==> config.mk <==
export PLATFORM = sky130hd
export DESIGN_NAME = angle_to_servo_pwm
export DESIGN_NICKNAME = d
export VERILOG_FILES = /design/src/rtl/angle_to_servo_pwm_pkg.sv /design/src/rtl/angle_to_servo_pwm_slew.sv /design/src/rtl/angle_to_servo_pwm.sv
export SDC_FILE = /design/constraint.sdc
export NUM_CORES = 1
export LEC_CHECK = 0
export ABC_AREA = 1
export CORE_MARGIN = 2
export CORE_UTILIZATION = 54
export DETAILED_ROUTE_END_ITERATION = 12
export GPL_ROUTABILITY_DRIVEN = 0
export PLACE_DENSITY = 0.84
export SYNTH_ARGS = -nofsm -noshare
export SYNTH_HDL_FRONTEND = slang
export SYNTH_SLANG_ARGS = --single-unit
==> constraint.sdc <==
create_clock -name i_Clk -period 1.85 [get_ports i_Clk]
set_clock_uncertainty 0.05 [all_clocks]
set_input_delay 0.37 -clock i_Clk [delete_from_list [all_inputs] [get_ports i_Clk]]
set_output_delay 0.37 -clock i_Clk [all_outputs]
set_load 0.1 [all_outputs]
==> src/rtl/angle_to_servo_pwm_pkg.sv <==
// Shared types and constants for the angle-to-servo PWM block.
// Build option: SERVO_SLEW_EN (consumed by angle_slew) enables per-frame slew limiting.
package servo_pkg;

  localparam int ANGLE_W = 9;
  localparam int FRAME_W = 19;
  localparam logic [ANGLE_W-1:0] MAX_ANGLE = 9'd360;

  typedef enum logic {
    S_GAP   = 1'b0,
    S_PULSE = 1'b1
  } servo_state_t;

endpackage

==> src/rtl/angle_to_servo_pwm_slew.sv <==
// Clamp of the commanded angle and the per-frame step toward it.
// Build option: SERVO_SLEW_EN limits each step to SLEW_DEG; otherwise the
// applied angle jumps straight to the clamped target.
module angle_slew
  import servo_pkg::*;
#(
  parameter int SLEW_DEG = 10
) (
  input  logic [ANGLE_W-1:0] angle,
  input  logic [ANGLE_W-1:0] cur,
  output logic [ANGLE_W-1:0] tgt_next,
  output logic [ANGLE_W-1:0] cur_next
);

  if (SLEW_DEG < 1 || SLEW_DEG > 360) begin : g_slew_chk
    $error("angle_slew: SLEW_DEG must be in 1..360");
  end

`ifdef SERVO_SLEW_EN
  localparam logic [ANGLE_W-1:0] SLEW = ANGLE_W'(SLEW_DEG);
`endif

  // Clamp the command, then step the applied angle toward it.
  always_comb begin
    tgt_next = (angle > MAX_ANGLE) ? MAX_ANGLE : angle;
    cur_next = tgt_next;
`ifdef SERVO_SLEW_EN
    // A step that would reach or pass the target lands exactly on it, so a
    // reversed target never causes overshoot.
    if (tgt_next > cur) begin
      if ((tgt_next - cur) > SLEW) cur_next = cur + SLEW;
    end else if ((cur - tgt_next) > SLEW) begin
      cur_next = cur - SLEW;
    end
`else
    // Without slew the target is taken as-is; the equal case keeps cur.
    if (cur == tgt_next) cur_next = cur;
`endif
  end

endmodule

==> src/rtl/angle_to_servo_pwm.sv <==
// Hobby-servo PWM generator: one pulse per frame, width linear in angle.
// The angle command is sampled only at frame boundaries, so the width never
// changes inside a frame.
// Build option: SERVO_SLEW_EN (see angle_slew) ramps the applied angle.
module angle_to_servo_pwm
  import servo_pkg::*;
#(
  parameter int CLKS_PER_FRAME = 500000,
  parameter int MIN_PULSE_CLKS = 25000,
  parameter int CLKS_PER_DEG   = 69,
  parameter int SLEW_DEG       = 10
) (
  input  logic               i_Clk,
  input  logic               i_Rst,
  input  logic [ANGLE_W-1:0] i_Angle,
  output logic               o_Servo_PWM,
  output logic               o_Frame_Start,
  output logic               o_Moving,
  output logic [ANGLE_W-1:0] o_Cur_Angle
);

  if (MIN_PULSE_CLKS + 360 * CLKS_PER_DEG >= CLKS_PER_FRAME) begin : g_width_chk
    $error("angle_to_servo_pwm: full-scale pulse does not fit in the frame");
  end
  if (CLKS_PER_FRAME < 2 || CLKS_PER_FRAME > (1 << FRAME_W)) begin : g_frame_chk
    $error("angle_to_servo_pwm: CLKS_PER_FRAME out of counter range");
  end

  localparam logic [FRAME_W-1:0] FRAME_LAST = FRAME_W'(CLKS_PER_FRAME - 1);
  localparam logic [FRAME_W-1:0] MIN_P      = FRAME_W'(MIN_PULSE_CLKS);
  localparam logic [FRAME_W-1:0] DEG_P      = FRAME_W'(CLKS_PER_DEG);

  logic [FRAME_W-1:0] frame_cnt;
  logic [FRAME_W-1:0] frame_cnt_next;
  logic               boundary;
  logic [ANGLE_W-1:0] cur_angle;
  logic [ANGLE_W-1:0] tgt_angle;
  logic [ANGLE_W-1:0] cur_next;
  logic [ANGLE_W-1:0] tgt_next;
  logic [FRAME_W-1:0] pulse_clks;
  logic [FRAME_W-1:0] pulse_next;
  servo_state_t       state;

  angle_slew #(
    .SLEW_DEG(SLEW_DEG)
  ) u_slew (
    .angle    (i_Angle),
    .cur      (cur_angle),
    .tgt_next (tgt_next),
    .cur_next (cur_next)
  );

  // Frame position decode; the boundary is the edge where the counter wraps.
  always_comb begin
    boundary       = (frame_cnt == FRAME_LAST);
    frame_cnt_next = boundary ? '0 : frame_cnt + 1'b1;
    pulse_next     = MIN_P + FRAME_W'(cur_next) * DEG_P;
  end

  // Frame counter; resets to the last count so the first edge starts a frame.
  always_ff @(posedge i_Clk or posedge i_Rst) begin
    if (i_Rst) frame_cnt <= FRAME_LAST;
    else       frame_cnt <= frame_cnt_next;
  end

  // Pulse FSM with angle latching and registered outputs.
  always_ff @(posedge i_Clk or posedge i_Rst) begin
    if (i_Rst) begin
      state         <= S_GAP;
      cur_angle     <= '0;
      tgt_angle     <= '0;
      pulse_clks    <= MIN_P;
      o_Servo_PWM   <= 1'b0;
      o_Frame_Start <= 1'b0;
      o_Moving      <= 1'b0;
    end else if (boundary) begin
      tgt_angle     <= tgt_next;
      cur_angle     <= cur_next;
      pulse_clks    <= pulse_next;
      state         <= S_PULSE;
      o_Servo_PWM   <= 1'b1;
      o_Frame_Start <= 1'b1;
      o_Moving      <= (cur_next != tgt_next);
    end else begin
      o_Frame_Start <= 1'b0;
      if (state == S_PULSE && frame_cnt_next == pulse_clks) begin
        state       <= S_GAP;
        o_Servo_PWM <= 1'b0;
      end
    end
  end

  assign o_Cur_Angle = cur_angle;

endmodule

==> results.sh, run 1 <==
export IMPL_timing_final_ws_setup_ns=-1.76
export IMPL_antenna_found_initial=0
export IMPL_worst_setup_hold_path_clk_slew_ns=0.12
export IMPL_critPathCaptureType="flop"
export IMPL_clkSinkCount=46
export IMPL_cts_tree="yes"
export IMPL_horizontal_die_dimension_um=84.4
export IMPL_die_height_um=84.4
export IMPL_clock_share_of_power=0.259
export IMPL_antenna_cells=0
export IMPL_hpwl_um=7980
export IMPL_synth_xor_area_frac=0.0455
export IMPL_total_via_count_after_detailed_routing=4307
export IMPL_synth_edf_count=0
export IMPL_starting_density_of_the_core=0.553
export IMPL_placement_rows=29
export IMPL_nFillCells=248
export IMPL_synth_fa_ha_area_frac=0.158
export IMPL_ys_top_cells_by_count="sky130_fd_sc_hd__nand2_1 (122), sky130_fd_sc_hd__inv_1 (71), sky130_fd_sc_hd__nand3_1 (37), sky130_fd_sc_hd__nor2_1 (37), sky130_fd_sc_hd__ha_1 (33)"
export IMPL_vias_per_cell=6.38
export IMPL_area_growth_synth_to_final_pct=60.4
export IMPL_criticalPathCategory="input port to flop"
export IMPL_netlist_top_cells_area="sky130_fd_sc_hd__dfrtp_1 (21%), sky130_fd_sc_hd__nand2_1 (13%), sky130_fd_sc_hd__dfstp_2 (13%), sky130_fd_sc_hd__ha_1 (12%), sky130_fd_sc_hd__inv_1 (7.6%)"
export IMPL_finalNonFillerCells=675
export IMPL_critical_path_required_ns=2.01
export IMPL_most_used_standard_cell_by_instance_count_after_synthesis="sky130_fd_sc_hd__nand2_1"
export IMPL_grt_max_degree=47
export IMPL_place_port_buffers=22
export IMPL_maxCapViolations=0
export IMPL_firstDrtPassIters=7
export IMPL_clk_insertion_delay_late_ns=0.34
export IMPL_htreeDepth=2
export IMPL_syn_instance_count=462
export IMPL_drt_first_iter_violations=586
export IMPL_io_pins=23
export IMPL_internal_power_w=0.00246
export IMPL_crit_fanout=7
export IMPL_ys_dominant_reg_cell="sky130_fd_sc_hd__dfrtp_1"
export IMPL_drive_gt1_frac=0.457
export IMPL_p_seq_frac=0.266
export IMPL_area_of_the_die_sq_um=7120
export IMPL_rsz0062_at_grt="yes"
export IMPL_setup_viol_count_final=22
export IMPL_final_min_period_over_clock_period=1.95
export IMPL_postSynthAreaPerCell_sq_um=7.56
export IMPL_yosysSeqAreaShare=0.336
export IMPL_holdWs_ns=0.333
export IMPL_proportion_of_power_drawn_by_combinational_gates=0.475
export IMPL_maxSlewHeadroom=0.654
export IMPL_synth_seq_cells=46
export IMPL_synthMuxAreaShare=0
export IMPL_globalRouteOverflowTotal=0
export IMPL_place_inst=641
export IMPL_finish_net_count=648
export IMPL_synth_top_area_share=0.208
export IMPL_setup_tns_final_ns=-20.74
export IMPL_cts_hold_buffers_added=0
export IMPL_hold_path_class="input port to flop"
export IMPL_combinational_family_with_the_most_area_after_synthesis="simple AND/OR/NAND/NOR gates"
export IMPL_synth_compound_area_share=0.0724
export IMPL_timing_final_hold_violations=0
export IMPL_timing_max_transition_violations_final=0
export IMPL_p_leak_nw=2.73
export IMPL_tot_gr_track_use=0.382
export IMPL_critPathArrivalTime_ns=3.77
export IMPL_power_ir_vdd_worst_v=0.000607
export IMPL_fin_crit_ns=3.61
export IMPL_switching_power_of_the_nets_w=0.00141
export IMPL_detailedPlace_worstSlack_ns=-2.42
export IMPL_cts_buffers_inserted=5
export IMPL_post_route_drc_violation_count=0
export IMPL_power_per_cell_area_nw_per_um2=690
export IMPL_cts_root_buf="sky130_fd_sc_hd__clkbuf_8"
export IMPL_yosysWarnings=0
export IMPL_finalWirelength_um=15900
export IMPL_violations="negative setup slack"
export IMPL_avgRoutedWirePerCell_um=23.5
export IMPL_area_of_the_core_sq_um=6310
export IMPL_grt_first_pass_wirelength_um=21200
export IMPL_clock_path_buffers=2
export IMPL_synth_lib_cells_used_distinct=33
export IMPL_syn_cell_area_sq_um=3490
export IMPL_maxClockFrequency_ghz=0.277
export IMPL_synth_simple_gate_area_frac=0.295
export IMPL_grt_pass1_vias=4359
export IMPL_nature_of_the_critical_path_startpoint="input port"
export IMPL_synth_nets=513
export IMPL_postSynth_asyncResetShare=1.00
export IMPL_design_power_total_w=0.00386
export IMPL_sw_frac_of_total=0.364
export IMPL_transition_time_at_the_pin_with_the_least_slew_margin_ns=0.515
export IMPL_drtAntennaViolNets=0
export IMPL_top_cell_type_by_total_area_after_synthesis="sky130_fd_sc_hd__dfrtp_1"
export IMPL_status="complete, but fails checks"
==> cells in the final DEF (no fill, tap or decap), types with 3 or more instances in the layout <==
master and instances:
sky130_fd_sc_hd__nand2_1 101, sky130_fd_sc_hd__buf_4 96, sky130_fd_sc_hd__inv_1 60, sky130_fd_sc_hd__dfrtp_1 29, sky130_fd_sc_hd__nand3_1 27, sky130_fd_sc_hd__nor2_1 25, sky130_fd_sc_hd__ha_1 17, sky130_fd_sc_hd__dfstp_2 17
sky130_fd_sc_hd__nand2_2 16, sky130_fd_sc_hd__o21ai_1 16, sky130_fd_sc_hd__ha_4 16, sky130_fd_sc_hd__buf_6 16, sky130_fd_sc_hd__nand4_1 14, sky130_fd_sc_hd__buf_12 14, sky130_fd_sc_hd__nor2_4 9, sky130_fd_sc_hd__o21ai_2 9
sky130_fd_sc_hd__inv_2 9, sky130_fd_sc_hd__nor2_2 8, sky130_fd_sc_hd__nand3_2 8, sky130_fd_sc_hd__nand2_4 6, sky130_fd_sc_hd__a21oi_1 6, sky130_fd_sc_hd__xor2_1 6, sky130_fd_sc_hd__fa_1 6, sky130_fd_sc_hd__clkbuf_8 6
sky130_fd_sc_hd__nand3_4 5, sky130_fd_sc_hd__a21oi_2 5, sky130_fd_sc_hd__buf_2 5, sky130_fd_sc_hd__xnor2_2 4, sky130_fd_sc_hd__nor3_1 3, sky130_fd_sc_hd__o21ai_0 3, sky130_fd_sc_hd__nand3b_1 3
==> timing repair <==
item / CTS / global route
cloned: 1 / 1
setup endpoints to repair: 24 / 28
pin swaps: 31 / 35
resized for setup: 108 / 70
setup buffers: 17 / 9
endpoints found under the hold margin: 0 / 0
==> metal layers <==
metal	wire length, um	GRT usage	part of all wire	vias to the layer above
li1	-	-	-	1757
met1	5100	0.409	0.32	2000
met2	7580	0.690	0.48	376
met3	1510	0.0659	0.095	174
met4	1660	0.245	0.10	0
met5	0	0	0	-
==> power by group through the flow <==
stage	Sequential [W]	Combinational, W	Clock [W]
after global placement	0.00104	0.00106	0
after global routing	0.00103	0.00191	0.00103
after detailed placement	0.00104	0.00114	0
final	0.00103	0.00184	0.00100
after CTS	0.00103	0.00145	0.000948
after floorplan	0.00104	0.000726	0
==> final cells by class <==
class / instances / area (sq um) / share of cell area
Inverter: 72 / 288 / 0.0514
Sequential cell: 46 / 1170 / 0.209
Clock inverter: 2 / 60.1 / 0.0107
Clock buffer: 6 / 82.6 / 0.0147
Timing Repair inverter: 1 / 8.76 / 0.00156
Tap cell: 77 / 96.3 / 0.0172
Multi-Input combinational cell: 336 / 2640 / 0.471
Timing Repair Buffer: 135 / 1250 / 0.224
==> sequential cells by signal, indices dropped and copies added, names as in the netlist <==
register       flops
frame_cnt         19
pulse_clks        15
o_Cur_Angle        9
o_Frame_Start      1
o_Moving           1
state              1
==> cells by family after synthesis <==
group                      Yosys count
xor gates and xnor gates            15
DFF                                 46
and+or+nand+nor                    233
adders and majority gates           40
AOI/OAI and AO/OA                   47
buffers and inverters               81
==> critical path, stage by stage <==
cell and delay [ns]:
sky130_fd_sc_hd__buf_8 0.10, sky130_fd_sc_hd__nor4_4 0.24, sky130_fd_sc_hd__nand2_1 0.09, sky130_fd_sc_hd__o211ai_1 0.09, sky130_fd_sc_hd__buf_4 0.22, sky130_fd_sc_hd__nand2_4 0.07, sky130_fd_sc_hd__buf_6 0.12, sky130_fd_sc_hd__buf_6 0.12
sky130_fd_sc_hd__fa_1 0.53, sky130_fd_sc_hd__inv_2 0.09, sky130_fd_sc_hd__ha_4 0.27, sky130_fd_sc_hd__ha_4 0.17, sky130_fd_sc_hd__fa_2 0.39, sky130_fd_sc_hd__nand3_4 0.09, sky130_fd_sc_hd__nand3_4 0.07, sky130_fd_sc_hd__buf_4 0.15
sky130_fd_sc_hd__nand2_4 0.05, sky130_fd_sc_hd__o21bai_1 0.08, sky130_fd_sc_hd__or2_2 0.30, sky130_fd_sc_hd__nand3_1 0.08, sky130_fd_sc_hd__o21ai_1 0.07
==> through the flow <==
| stage | instance area [sq um] | utilization |
|---|---|---|
| final | 5600 | 0.887 |
| after global routing | 5600 | 0.887 |
| after CTS | 5300 | 0.839 |
| after detailed placement | 4720 | 0.747 |
| after global placement | 4720 | 0.747 |
| after floorplan | 3660 | - |
==> final timing paths <==
kind / from / endpoint / slack (ns) / depth (start not counted)
max in group asynchronous: i_Rst / frame_cnt[8]$_DFF_PP1_ / 1.08 / 3
max reg2reg: frame_cnt[4]$_DFF_PP1_ / state$_DFFE_PP0P_ / -0.46 / 11
min in group asynchronous: i_Rst / o_Cur_Angle[3]$_DFFE_PP0P_ / 0.34 / 3
min: i_Angle[0] / o_Cur_Angle[0]$_DFFE_PP0P_ / 0.33 / 4
max: i_Angle[1] / pulse_clks[10]$_DFFE_PP0P_ / -1.76 / 21
min reg2reg: pulse_clks[3]$_DFFE_PP1P_ / pulse_clks[3]$_DFFE_PP1P_ / 0.45 / 2
Power figures use the tool's default switching activity.
==> run 2: changes to the inputs <==
- PLACE_DENSITY: 0.84 -> 0.77
==> run 2 against run 1 <==
The flow still finishes with violations (negative setup slack). Sequential power is essentially flat. Utilization increased by 1.3 points. Sequential cell count did not move. Highest routed layer unchanged. Total power shrank 3.9%. Via count up 0.21%. Count of clock-buffer cells in the layout unchanged. Critical path depth fell by 2. First-iteration DRC count shrank 24%. Fmax about the same. Critical endpoint is now pulse_clks[16]$_DFFE_PP0P_. Sequential share of layout area decreased by 0.30 points.
==> results.sh, run 2 (same netlist as run 1, synthesis figures left out) <==
export IMPL_regMostFlops="frame_cnt"
export IMPL_setup_viol_count_final=30
export IMPL_detailedPlace_worstSlack_ns=-2.31
export IMPL_final_common_cell="sky130_fd_sc_hd__nand2_1"
export IMPL_final_min_period_over_clock_period=1.95
export IMPL_finalWirelength_um=16000
export IMPL_worst_setup_hold_path_clk_slew_ns=0.10
export IMPL_rsz0062_at_grt="yes"
export IMPL_io_pins=23
export IMPL_timing_final_ws_setup_ns=-1.76
export IMPL_clk_insertion_delay_late_ns=0.31
export IMPL_avgRoutedWirePerCell_um=23.6
export IMPL_grt_max_degree=47
export IMPL_area_of_the_die_sq_um=7120
export IMPL_horizontal_die_dimension_um=84.4
export IMPL_layout_common_cells="sky130_fd_sc_hd__nand2_1 (98), sky130_fd_sc_hd__buf_4 (93), sky130_fd_sc_hd__inv_1 (54)"
export IMPL_starting_density_of_the_core=0.553
export IMPL_clkSinkCount=46
export IMPL_drt_first_iter_violations=446
export IMPL_maxClockFrequency_ghz=0.277
export IMPL_place_inst=645
export IMPL_antenna_cells=0
export IMPL_critical_path_required_ns=2.00
export IMPL_fin_crit_ns=3.61
export IMPL_cts_hold_buffers_added=0
export IMPL_timing_reg2reg_setup_slack_ns=-0.56
export IMPL_maxCapViolations=0
export IMPL_largest_register_ff_count=19
export IMPL_criticalPathCategory="input port to flop"
export IMPL_finish_net_count=651
export IMPL_cts_buffers_inserted=5
export IMPL_capture_instance_of_the_worst_register_to_register_path="state$_DFFE_PP0P_"
export IMPL_nFillCells=249
export IMPL_grt_first_pass_wirelength_um=19700
export IMPL_critPathArrivalTime_ns=3.76
export IMPL_p_leak_nw=2.77
export IMPL_globalRouteOverflowTotal=0
export IMPL_cts_tree="yes"
export IMPL_r2r_start="frame_cnt[8]$_DFF_PP1_"
export IMPL_critical_path_cell_chain="clkdlybuf4s15_1 -> buf_4 -> o211ai_1 -> buf_4 -> nand2_1 -> fa_1 -> inv_1 -> ha_4 -> ha_1 -> ha_4 -> nand2_1 -> inv_1 -> nand4_1 -> nand2_2 -> nand3_2 -> a21boi_2 -> nand3_1 -> nand3b_1 -> o21ai_2"
export IMPL_htreeDepth=2
export IMPL_violations="negative setup slack"
export IMPL_antenna_found_initial=0
export IMPL_die_height_um=84.4
export IMPL_crit_fanout=4
export IMPL_hold_path_class="input port to asynchronous set/reset pin"
export IMPL_timing_final_hold_violations=0
export IMPL_critPathCaptureType="flop"
export IMPL_finalNonFillerCells=678
export IMPL_vias_per_cell=6.37
export IMPL_nature_of_the_critical_path_startpoint="input port"
export IMPL_maxSlewHeadroom=0.743
export IMPL_clock_path_buffers=2
export IMPL_post_route_drc_violation_count=0
export IMPL_hpwl_um=7720
export IMPL_critPathMaxStageDelay_ns=0.56
export IMPL_firstDrtPassIters=6
export IMPL_grt_pass1_vias=4103
export IMPL_power_ir_vdd_worst_v=0.000653
export IMPL_place_port_buffers=22
export IMPL_placement_rows=29
export IMPL_drive_gt1_frac=0.479
export IMPL_transition_time_at_the_pin_with_the_least_slew_margin_ns=0.383
export IMPL_drtAntennaViolNets=0
export IMPL_reg2regPathDepth=14
export IMPL_area_of_the_core_sq_um=6310
export IMPL_area_growth_synth_to_final_pct=62.8
export IMPL_status="complete, but fails checks"
export IMPL_power_per_cell_area_nw_per_um2=653
export IMPL_cts_root_buf="sky130_fd_sc_hd__clkbuf_8"
export IMPL_timing_max_transition_violations_final=0
export IMPL_worst_path_max_delay_cell="sky130_fd_sc_hd__fa_1"
export IMPL_tot_gr_track_use=0.355
export IMPL_total_via_count_after_detailed_routing=4316
==> run 2: changes by cell type in the layout (fill, tap and decap cells not counted), sizes merged <==
cell | previous run | this run
nand3 | 40 | 39
bufinv | 2 | 1
clkdlybuf4s15 | 0 | 2
inv | 72 | 71
buf | 133 | 136
clkinvlp | 0 | 1
==> run 2: power breakdown <==
| part | internal, W | switching (W) | total [W] | leakage, nW |
|---|---|---|---|---|
| clock | 0.000404 | 0.000385 | 0.000789 | 0.0514 |
| sequential | 0.00102 | 0.00000967 | 0.00103 | 0.483 |
| combinational | 0.000911 | 0.000980 | 0.00189 | 2.23 |
| total | 0.00234 | 0.00138 | 0.00371 | 2.77 |
==> run 2: critical path: cells and delay by family <==
kind	cells	cell delay, ns
AOI/OAI and AO/OA	3	0.53
buffers and inverters	5	0.73
and+or+nand+nor	7	0.76
adders and majority gates	4	1.35
==> run 2: layer usage <==
metal / part of all wire / global-route usage
met3: 0.092 / 0.0619
met1: 0.34 / 0.395
met4: 0.094 / 0.238
met2: 0.48 / 0.619
met5: 0 / 0
==> run 2: worst max-delay path by stage <==
stage / endpoint / slack (ns) / startpoint / depth (start not counted)
floorplan: pulse_clks[16]$_DFFE_PP0P_ / -1.71 / i_Angle[1] / 19
global placement: pulse_clks[13]$_DFFE_PP1P_ / -2.18 / i_Angle[1] / 19
detailed placement: pulse_clks[13]$_DFFE_PP1P_ / -2.31 / i_Angle[1] / 19
CTS: pulse_clks[16]$_DFFE_PP0P_ / -1.53 / i_Angle[1] / 20
global route: pulse_clks[10]$_DFFE_PP0P_ / -1.83 / i_Angle[7] / 20
finish: pulse_clks[16]$_DFFE_PP0P_ / -1.76 / i_Angle[7] / 19
==> run 2: area by class of cell <==
cell class	instances	area, sq um	share of cell area
clock inverter	2	37.5	0.00661
timing repair buffer	140	1320	0.233
tap	77	96.3	0.0170
sequential	46	1170	0.206
multi-input combinational	335	2690	0.474
inverter	72	290	0.0511
clock buffer	6	72.6	0.0128
==> run 2: repair_timing <==
action | 4_1_cts | 5_1_grt
gates resized for setup | 123 | 75
endpoints found under the setup margin | 26 | 30
pin swaps | 55 | 46
gates cloned | 0 | 2
setup buffers | 21 | 10
==> run 2: stage by stage <==
stage	total power (W)	instance area (sq um)	setup TNS, ns	hold WS, ns	utilization
floorplan	0.00177	3660	-17.79	0.401	-
CTS	0.00328	5360	-17.26	0.374	0.849
global route	0.00380	5680	-22.77	0.394	0.900
finish	0.00371	5680	-20.28	0.367	0.900
global placement	0.00211	4750	-27.68	0.415	0.752
detailed placement	0.00217	4750	-30.16	0.423	0.752
==> run 3: changes to the inputs <==
- SETUP_SLACK_MARGIN: unset -> 0.3
==> run 3 against run 2 <==
The flow now stops in global routing (5_1_grt). Synthesized cell count unchanged. Synthesized area unchanged.
==> results.sh, run 3 <==
export IMPL_tot_gr_track_use=0.795
export IMPL_place_inst=643
export IMPL_flow_first_error="[ERROR GRT-0232] Routing congestion too high. Check the congestion heatmap in the GUI."
export IMPL_syn_cell_area_sq_um=3490
export IMPL_clkSinkCount=46
export IMPL_ys_top_cells_by_count="sky130_fd_sc_hd__nand2_1 (122), sky130_fd_sc_hd__inv_1 (71), sky130_fd_sc_hd__nand3_1 (37), sky130_fd_sc_hd__nor2_1 (37), sky130_fd_sc_hd__ha_1 (33)"
export IMPL_htreeDepth=2
export IMPL_stopping_stage="global routing (5_1_grt)"
export IMPL_worst_ep_kind="sequential cell input"
export IMPL_place_port_buffers=22
export IMPL_postSynth_asyncResetShare=1.00
export IMPL_cts_root_buf="sky130_fd_sc_hd__clkbuf_8"
export IMPL_yosysWarnings=0
export IMPL_postSynthAreaPerCell_sq_um=7.56
export IMPL_grt_max_degree=47
export IMPL_synth_seq_cells=46
export IMPL_io_pins=23
export IMPL_yosysSeqAreaShare=0.336
export IMPL_synth_edf_count=0
export IMPL_placement_rows=29
export IMPL_starting_density_of_the_core=0.553
export IMPL_netlist_top_cells_area="sky130_fd_sc_hd__dfrtp_1 (21%), sky130_fd_sc_hd__nand2_1 (13%), sky130_fd_sc_hd__dfstp_2 (13%), sky130_fd_sc_hd__ha_1 (12%), sky130_fd_sc_hd__inv_1 (7.6%)"
export IMPL_placed_cell_area_sq_um=4740
export IMPL_horizontal_die_dimension_um=84.4
export IMPL_cts_buffers_inserted=5
export IMPL_globalRouteOverflowTotal=203
export IMPL_globalroute_repair_timing_worst_endpoint="pulse_clks[16]$_DFFE_PP0P_/D"
export IMPL_top_cell_type_by_total_area_after_synthesis="sky130_fd_sc_hd__dfrtp_1"
export IMPL_hpwl_um=7910
export IMPL_most_used_standard_cell_by_instance_count_after_synthesis="sky130_fd_sc_hd__nand2_1"
export IMPL_syn_instance_count=462
export IMPL_ys_dominant_reg_cell="sky130_fd_sc_hd__dfrtp_1"
export IMPL_status="did not finish"
export IMPL_clock_path_buffers=2
export IMPL_synth_lib_cells_used_distinct=33
export IMPL_synth_top_area_share=0.208
export IMPL_die_height_um=84.4
export IMPL_synth_nets=513
==> run 3: cells by family after synthesis <==
| family | share of synthesized area |
|---|---|
| fa+ha+maj | 0.158 |
| flops | 0.336 |
| compound gates | 0.0724 |
| buf+inv | 0.0932 |
| xor+xnor | 0.0455 |
| simple gates | 0.295 |
==> run 3: metrics by stage <==
| stage | utilization | hold slack [ns] | setup WS, ns |
|---|---|---|---|
| floorplan | - | 0.401 | -1.70 |
| detailed placement | 0.751 | 0.428 | -2.38 |
| CTS | 0.867 | 0.294 | -1.65 |
| global placement | 0.751 | 0.417 | -2.18 |
==> run 3: what timing repair did <==
action,in CTS
gates resized for setup,156
hold buffers,0
gates cloned,2
buffers inserted,22
pin swaps,52
endpoints found under the setup margin,40
==> run 3: layer usage <==
| metal | GRT usage | overflow |
|---|---|---|
| met2 | 1.02 | 120 |
| met1 | 0.766 | 0 |
| met5 | 0.0490 | 0 |
| met4 | 0.922 | 82 |
| met3 | 0.556 | 1 |
==> run 4: changes to the inputs <==
- CORE_UTILIZATION: 54 -> 40
- PLACE_DENSITY: 0.77 -> unset
- PLACE_DENSITY_LB_ADDON: unset -> 0.15
- SETUP_SLACK_MARGIN: 0.3 -> unset
- clock period: 1.85 -> 2.41 ns (I/O delays scaled with it)
==> run 4 against run 3 <==
The flow now finishes, with violations (negative setup slack).
==> results.sh, run 4 (same netlist as run 1, synthesis figures left out) <==
export IMPL_status="complete, but fails checks"
export IMPL_violations="negative setup slack"
export IMPL_storage_cell_area_sq_um=1170
export IMPL_cts_buffers_inserted=5
export IMPL_worst_setup_hold_path_clk_slew_ns=0.08
export IMPL_drive_gt1_frac=0.325
export IMPL_layout_common_cells="sky130_fd_sc_hd__nand2_1 (112), sky130_fd_sc_hd__buf_4 (71), sky130_fd_sc_hd__inv_1 (59)"
export IMPL_antenna_found_initial=0
export IMPL_cts_hold_buffers_added=0
export IMPL_critPathCaptureType="flop"
export IMPL_detailedPlace_worstSlack_ns=-1.92
export IMPL_critical_path_required_ns=2.55
export IMPL_finalNonFillerCells=653
export IMPL_multi_input_area_sq_um=2310
export IMPL_holdWs_ns=0.429
export IMPL_final_min_period_over_clock_period=1.44
export IMPL_cts_tree="yes"
export IMPL_p_leak_nw=2.31
export IMPL_timing_max_transition_violations_final=0
export IMPL_hpwl_um=6820
export IMPL_timing_reg2reg_setup_slack_ns=0.20
export IMPL_regMostFlops="frame_cnt"
export IMPL_largest_register_ff_count=19
export IMPL_non_filler_cell_area_final_sq_um=4660
export IMPL_final_common_cell="sky130_fd_sc_hd__nand2_1"
export IMPL_setup_viol_count_final=13
export IMPL_maxSlewHeadroom=0.762
export IMPL_hold_path_class="flop to flop"
export IMPL_placement_rows=34
export IMPL_timing_final_hold_violations=0
export IMPL_nature_of_the_critical_path_startpoint="input port"
export IMPL_grt_first_pass_wirelength_um=14900
export IMPL_place_port_buffers=22
export IMPL_nFillCells=813
export IMPL_maxClockFrequency_ghz=0.288
export IMPL_area_growth_synth_to_final_pct=33.6
export IMPL_grt_max_degree=47
export IMPL_place_inst=631
export IMPL_area_of_the_core_sq_um=8590
export IMPL_transition_time_at_the_pin_with_the_least_slew_margin_ns=0.355
export IMPL_criticalPathCategory="input port to flop"
export IMPL_clk_insertion_delay_late_ns=0.30
export IMPL_vias_per_cell=4.85
export IMPL_firstDrtPassIters=5
export IMPL_fin_crit_ns=3.48
export IMPL_power_per_cell_area_nw_per_um2=525
export IMPL_maxCapViolations=0
export IMPL_avgRoutedWirePerCell_um=13.1
export IMPL_globalRouteOverflowTotal=0
export IMPL_starting_density_of_the_core=0.406
export IMPL_drt_first_iter_violations=104
export IMPL_htreeDepth=2
export IMPL_clock_path_buffers=2
export IMPL_post_route_util=0.543
export IMPL_placed_cell_area_sq_um=4290
export IMPL_total_via_count_after_detailed_routing=3170
export IMPL_area_of_the_die_sq_um=9490
export IMPL_cts_root_buf="sky130_fd_sc_hd__clkbuf_8"
export IMPL_rsz0062_at_grt="yes"
export IMPL_post_route_drc_violation_count=0
export IMPL_finish_net_count=595
export IMPL_die_height_um=97.4
export IMPL_finalWirelength_um=8570
export IMPL_crit_fanout=7
export IMPL_grt_pass1_vias=3150
export IMPL_io_pins=23
export IMPL_timing_final_ws_setup_ns=-1.07
export IMPL_clkSinkCount=46
export IMPL_tot_gr_track_use=0.192
export IMPL_horizontal_die_dimension_um=97.4
export IMPL_drtAntennaViolNets=0
export IMPL_antenna_cells=0
export IMPL_power_ir_vdd_worst_v=0.000308
export IMPL_critPathArrivalTime_ns=3.61
==> run 4: area by class of cell <==
cell class,instances,share of cell area
clock buffers,5,0.0148
flip-flops and latches,46,0.251
repair buffers,84,0.142
well taps,108,0.0290
multi-input cells,335,0.495
clock inverters,3,0.00966
inverters,72,0.0585
==> run 4: through the flow <==
| step | power [W] | TNS [ns] |
|---|---|---|
| 2_1_floorplan | 0.00136 | -11.80 |
| 3_3_place_gp | 0.00166 | -20.64 |
| 3_5_place_dp | 0.00166 | -21.73 |
| 4_1_cts | 0.00244 | -10.78 |
| 5_1_grt | 0.00263 | -13.05 |
| 6_report | 0.00245 | -11.05 |
==> run 4: critical path: stages <==
cell	delay, ns
sky130_fd_sc_hd__buf_8	0.10
sky130_fd_sc_hd__nor4_4	0.25
sky130_fd_sc_hd__nand2_1	0.08
sky130_fd_sc_hd__o211ai_1	0.08
sky130_fd_sc_hd__buf_4	0.21
sky130_fd_sc_hd__buf_4	0.13
sky130_fd_sc_hd__nand2_2	0.05
sky130_fd_sc_hd__buf_4	0.14
sky130_fd_sc_hd__fa_1	0.49
sky130_fd_sc_hd__inv_2	0.05
sky130_fd_sc_hd__ha_4	0.21
sky130_fd_sc_hd__ha_4	0.16
sky130_fd_sc_hd__fa_2	0.37
sky130_fd_sc_hd__nand3_2	0.07
sky130_fd_sc_hd__nand3_2	0.09
sky130_fd_sc_hd__buf_4	0.15
sky130_fd_sc_hd__nand2_2	0.07
sky130_fd_sc_hd__o21bai_2	0.08
sky130_fd_sc_hd__or2_4	0.22
sky130_fd_sc_hd__nand3_1	0.06
sky130_fd_sc_hd__o21ai_1	0.06
==> run 4: power by group <==
group          total [W]  switching, W  internal [W]  leakage, nW
registers       0.000788    0.00000371      0.000784        0.483
clock network   0.000580      0.000271      0.000308       0.0504
logic            0.00108      0.000499      0.000584         1.77
total            0.00245      0.000773       0.00168         2.31
==> run 4: what timing repair did <==
| item | CTS | global route |
|---|---|---|
| gates resized for setup | 70 | 13 |
| pin swaps | 27 | 19 |
| setup endpoints to repair | 14 | 14 |
| buffers inserted | 10 | 5 |
==> run 4: worst paths after layout <==
| path | from | to | cells past startpoint |
|---|---|---|---|
| max reg2reg | frame_cnt[0]$_DFF_PP1_ | state$_DFFE_PP0P_ | 14 |
| max | i_Angle[0] | pulse_clks[10]$_DFFE_PP0P_ | 21 |
| min reg2reg | pulse_clks[8]$_DFFE_PP1P_ | pulse_clks[8]$_DFFE_PP1P_ | 2 |
| min | pulse_clks[8]$_DFFE_PP1P_ | pulse_clks[8]$_DFFE_PP1P_ | 2 |
| min in group asynchronous | i_Rst | frame_cnt[5]$_DFF_PP0_ | 3 |
| max in group asynchronous | i_Rst | pulse_clks[14]$_DFFE_PP1P_ | 3 |
==> run 4: routing by layer <==
layer | part of all wire | vias up | global-route usage
met2 | 0.47 | 63 | 0.313
li1 | - | 1647 | -
met3 | 0.026 | 27 | 0.0201
met4 | 0.036 | 0 | 0.0801
met5 | 0 | - | 0
met1 | 0.47 | 1433 | 0.260
